===== src/rtl/wordle_pkg.sv =====
// Shared Wordle definitions: colour codes, word geometry, scorer states and
// letter extraction from a packed word.
package wordle_pkg;

  localparam int WORD_LEN = 5;
  localparam int LETTER_W = 8;

  localparam logic [2:0] CLR_GREEN  = 3'b010;
  localparam logic [2:0] CLR_YELLOW = 3'b110;
  localparam logic [2:0] CLR_WHITE  = 3'b111;
  localparam logic [LETTER_W-1:0] BLANK = 8'h20;

  // One-hot to line up with the game FSM encoding
  typedef enum logic [3:0] {
    ST_IDLE   = 4'b0001,
    ST_GREEN  = 4'b0010,
    ST_YELLOW = 4'b0100,
    ST_DONE   = 4'b1000
  } state_t;

  // Letter 0 lives in the MSBs of the packed word
  function automatic logic [LETTER_W-1:0] get_letter(
    input logic [WORD_LEN*LETTER_W-1:0] word,
    input logic [2:0]                   idx
  );
    return word[(WORD_LEN-1-int'(idx))*LETTER_W +: LETTER_W];
  endfunction

endpackage


===== src/rtl/wordle_guess_scorer.sv =====
// Multi-cycle Wordle scorer: one green pass then an i/j yellow pass with
// per-target-letter consumption, result published on a one-cycle done pulse.
module wordle_guess_scorer
  import wordle_pkg::*;
#(
  parameter int WORD_LEN = wordle_pkg::WORD_LEN,
  parameter int LETTER_W = wordle_pkg::LETTER_W
) (
  input  logic                         Clk,
  input  logic                         reset,
  input  logic                         start,
  input  logic [WORD_LEN*LETTER_W-1:0] guess,
  input  logic [WORD_LEN*LETTER_W-1:0] target,
  output logic                         busy,
  output logic                         done,
  output logic [3*WORD_LEN-1:0]        colors,
  output logic                         win
);

  localparam int         WW   = WORD_LEN*LETTER_W;
  localparam logic [2:0] LAST = 3'(WORD_LEN-1);

  state_t                     state, state_nxt;
  logic [2:0]                 i_q, j_q, i_nxt, j_nxt;
  logic [WW-1:0]              g_q, t_q;
  logic [WORD_LEN-1:0][2:0]   work_q;
  logic [WORD_LEN-1:0]        used_q;

  logic [LETTER_W-1:0]        g_i, t_i, t_j;
  logic                       green_hit, yellow_hit;
  logic [3*WORD_LEN-1:0]      work_flat;
  logic                       all_green;

  always_ff @(posedge Clk) begin
    if (reset) begin
      state <= ST_IDLE;
      i_q   <= '0;
      j_q   <= '0;
    end else begin
      state <= state_nxt;
      i_q   <= i_nxt;
      j_q   <= j_nxt;
    end
  end

  always_comb begin
    state_nxt = state;
    i_nxt     = i_q;
    j_nxt     = j_q;
    unique case (state)
      ST_IDLE: if (start) begin
        state_nxt = ST_GREEN;
        i_nxt     = '0;
        j_nxt     = '0;
      end
      ST_GREEN: if (i_q == LAST) begin
        state_nxt = ST_YELLOW;
        i_nxt     = '0;
        j_nxt     = '0;
      end else begin
        i_nxt = i_q + 3'd1;
      end
      ST_YELLOW: if (j_q == LAST) begin
        j_nxt = '0;
        if (i_q == LAST) begin
          state_nxt = ST_DONE;
          i_nxt     = '0;
        end else begin
          i_nxt = i_q + 3'd1;
        end
      end else begin
        j_nxt = j_q + 3'd1;
      end
      ST_DONE: state_nxt = ST_IDLE;
      default: state_nxt = ST_IDLE;
    endcase
  end

  // A blank guess letter never scores, even against a blank in the target
  always_comb begin
    g_i        = get_letter(g_q, i_q);
    t_i        = get_letter(t_q, i_q);
    t_j        = get_letter(t_q, j_q);
    green_hit  = (state == ST_GREEN) && (g_i != BLANK) && (g_i == t_i);
    yellow_hit = (state == ST_YELLOW) && (work_q[i_q] == CLR_WHITE) &&
                 !used_q[j_q] && (g_i != BLANK) && (g_i == t_j);
  end

  always_ff @(posedge Clk) begin
    if (reset) begin
      g_q    <= '0;
      t_q    <= '0;
      work_q <= {WORD_LEN{CLR_WHITE}};
      used_q <= '0;
    end else if (state == ST_IDLE && start) begin
      g_q    <= guess;
      t_q    <= target;
      work_q <= {WORD_LEN{CLR_WHITE}};
      used_q <= '0;
    end else if (green_hit) begin
      work_q[i_q] <= CLR_GREEN;
      used_q[i_q] <= 1'b1;
    end else if (yellow_hit) begin
      work_q[i_q] <= CLR_YELLOW;
      used_q[j_q] <= 1'b1;
    end
  end

  always_comb begin
    work_flat = '0;
    all_green = 1'b1;
    for (int k = 0; k < WORD_LEN; k++) begin
      work_flat[(WORD_LEN-1-k)*3 +: 3] = work_q[k];
      if (work_q[k] != CLR_GREEN) all_green = 1'b0;
    end
  end

  // Outputs are registered so the scoring passes never leak onto colors/win
  always_ff @(posedge Clk) begin
    if (reset) begin
      busy   <= 1'b0;
      done   <= 1'b0;
      colors <= {WORD_LEN{CLR_WHITE}};
      win    <= 1'b0;
    end else begin
      busy <= (state == ST_GREEN) || (state == ST_YELLOW);
      done <= (state == ST_DONE);
      if (state == ST_DONE) begin
        colors <= work_flat;
        win    <= all_green;
      end
    end
  end

endmodule


===== config.mk =====
export PLATFORM = sky130hd
export DESIGN_NAME = wordle_guess_scorer
export DESIGN_NICKNAME = d
export VERILOG_FILES = /design/src/rtl/wordle_pkg.sv /design/src/rtl/wordle_guess_scorer.sv
export SDC_FILE = /design/constraint.sdc
export NUM_CORES = 1
export LEC_CHECK = 0
export CAP_MARGIN = 20
export CORE_AREA = 4 4 105 127
export DETAILED_ROUTE_END_ITERATION = 6
export DIE_AREA = 0 0 109 131
export PLACE_DENSITY = 0.83
export REMOVE_ABC_BUFFERS = 1
export SYNTH_ARGS = -nofsm -noshare
export SYNTH_HDL_FRONTEND = slang
export SYNTH_SLANG_ARGS = --single-unit
export TNS_END_PERCENT = 30

===== constraint.sdc =====
create_clock -name Clk -period 4.4 [get_ports Clk]
set_input_delay 0.66 -clock Clk [delete_from_list [all_inputs] [get_ports Clk]]
set_output_delay 0.66 -clock Clk [all_outputs]
set_load 0.03 [all_outputs]

==> metrics <==
final hold violation count=0; Netlist Area Pre-Place=0.006441 mm²; core area=0.01206 mm²; setup bufs post-CTS=0; CTS sink count=128; Hold Path Class=flip-flop to flip-flop; vias per cell=5.650; Root Buffer=clkbuf_16; RR Endpoint=work_flat[10]; P_leak=2.944 nW; layout cell share with drive strength beyond 1=8.233%; IO Port Bufs=100; Worst IR Drop VDD=between 200 and 300 µV; I/O pins=101; residual DRC count=0; number of gates resized after cts=0; CP Class=flip-flop to flip-flop; Synth Area in XOR/XNOR=under 10%; synth top area cells=dfxtp_1 (40%), nand2_1 (12%), a21oi_1 (8.4%); First-pass DRT Iterations=5; Synth Register Bits=between 100 and 150; Cell Rows=44; mean post-synth cell area=7.807 µm²; Synth Area in Compound Gates=19.68%; period utilization=88.58%; HP Start=g_q[23]; Post-synth EDFFs=0; Max Cap Viol=0; fin. max-slew vios=0; Netlist cell types=67; largest family of logic cells by synthesized area=simple AND/OR/NAND/NOR gates; setup slack, reg-to-reg=500 ps; Max Buffers Root-to-Sink=2; # fillers=1,006; synth cell count leaders=nand2_1 (210), dfxtp_1 (128), a21oi_1 (108); dpl hpwl=11.42 mm; critical-path maximum fanout=19; RSZ-0062 raised after global routing=no; Yosys top cell area share=roughly two fifths; skew final=approximately 6.7 ps; All-Layer GR Usage=23.34%; clock insertion delay at the later pin of the skew report=410 ps; Starting Density=a little over half; via count of the first global-routing pass=slightly below 6,000; H-tree Lvls=4; DP Worst Slack=between 500 and 600 ps; largest net degree at the start of global routing=82; reg2reg start=j_q[0]; # setup viols final=0; P&R area growth vs syn=26.52%; Worst EP arrival=4190 ps; Starting DRT DRC Count=around 380; PD cells=approximately 380 mW/mm²; post-synthesis mux area share=8.120%; Hold Path Stages=2; total CTS buffers=17; status=complete, no violations; Die Y=131 µm; minimum clock period=roughly 4000 ps; count leader, synth=nand2_1; Post-synth top flop=dfxtp_1; worst-margin pin slew=between 900 and 1000 ps; DRT antenna net count=0; initial antenna violation count=0; Syn Inst Count=825; first-pass GRT wire length=between 20 and 30 mm; clk slew on worst S/H paths=60 ps; Vias=between 6,000 and 7,000; # diodes=0; DIE AREA=0.01428 mm²; Sum Neg Setup Slack=0 ps; drt total wl=16.34 mm; final worst slack=502.5 ps; Post-synth ARST share=0%; Seq/Total Area, Yosys=39.78%; hold buffers post-CTS=0; R2R depth=9; Hold Path Sink=g_q[23]; CP Launch Type=flip-flop; final RePlAce weighted congestion=0.9872; simple-gate share of the synthesized area=25.52%; Setup crit end kind=flip-flop; Synth area leader=dfxtp_1; Critical Path RT=4700 ps; slew margin rel.=a little over a third; Synth Warn #=0; drt wl/cell=15.25 µm; max frequency=roughly 260 MHz; TritonCTS clock tree=yes; remaining global-route overflow=0; Final Hold Slack=around 450 ps; Post-Synth Adder-Cell Area=1.166%; Die Wd=around 110 µm; Final nets=988
-- sequential cells by signal, summed over array words and instances, names as in the netlist, named ones only --
register and count:
i_q 3, colors 15, j_q 3, done 1
work_flat 10, used_q 5, busy 1, win 1
t_q 40, g_q 40, state 4
-- cells in the final DEF, fill, tap and decap left out, drive strengths merged, types with 9 or more instances in the layout --
cell	instances
o21ai	31
a31oi	9
nor2	44
a21o	9
mux2	13
nand2	210
nand3	11
nor3	10
a21oi	108
buf	14
dfxtp	128
inv	11
clkdlybuf4s50	99
clkbuf	20
nand3b	26
mux2i	35
-- per-stage QoR --
step | cell area, µm² | util, % | instances | power [mW]
after floorplan | 6187 | - | 767 | 1.453
after global placement | 7497 | 62.18 | 1041 | 1.594
after detailed placement | 7497 | 62.18 | 1041 | 1.599
after CTS | 8149 | 67.59 | 1072 | 3.132
after global routing | 8149 | 67.59 | 1072 | 3.218
final | 8149 | 67.59 | 1072 | 3.119
-- worst max path at each step --
stage / start / to / cells past startpoint
floorplan: start / g_q[0] / 4
global placement: j_q[0] / work_flat[10] / 11
detailed placement: j_q[0] / work_flat[10] / 11
CTS: j_q[0] / work_flat[10] / 9
global route: j_q[0] / work_flat[10] / 11
finish: j_q[0] / work_flat[10] / 9
-- metal layers --
| layer | part of all wire, % | vias to the layer above | global-route usage [%] |
|---|---|---|---|
| met5 | 0 | - | 0 |
| met4 | 3.0 | 0 | 11.07 |
| met3 | 4.5 | 45 | 4.717 |
| met2 | 51 | 174 | 41.68 |
| met1 | 41 | 2808 | 26.49 |
| li1 | - | 3030 | - |
-- cell type report --
type	count	area, µm²	area share, %
Multi-Input combinational cell	627	3592	44.08
Sequential cell	128	2562	31.44
Timing Repair Buffer	113	1096	13.45
Clock buffer	20	466.7	5.727
Tap cell	161	201.4	2.472
Clock inverter	11	185.2	2.272
Inverter	12	45.04	0.5527
-- worst max-delay path: stages (launching register included) --
cell	delay (ps)
dfxtp_1	540
clkinv_1	290
ha_1	920
mux2_2	410
a32oi_1	340
mux2i_1	130
a221o_1	290
and4_1	250
a21o_2	300
a211o_1	300
-- cells by family after synthesis --
family,count (synthesis)
simple gates,354
xor+xnor,8
compound gates,210
mux,49
flops,128
buf+inv,70
fa+ha+maj,6
-- where the power goes --
| part | leakage [nW] | internal (mW) | switching, mW |
|---|---|---|---|
| Combinational | 1.58 | 0.160 | 0.169 |
| Clock | 0.318 | 1.04 | 0.497 |
| Sequential | 1.04 | 1.21 | 0.0398 |
Note: power is estimated with default switching activity, not from simulation.
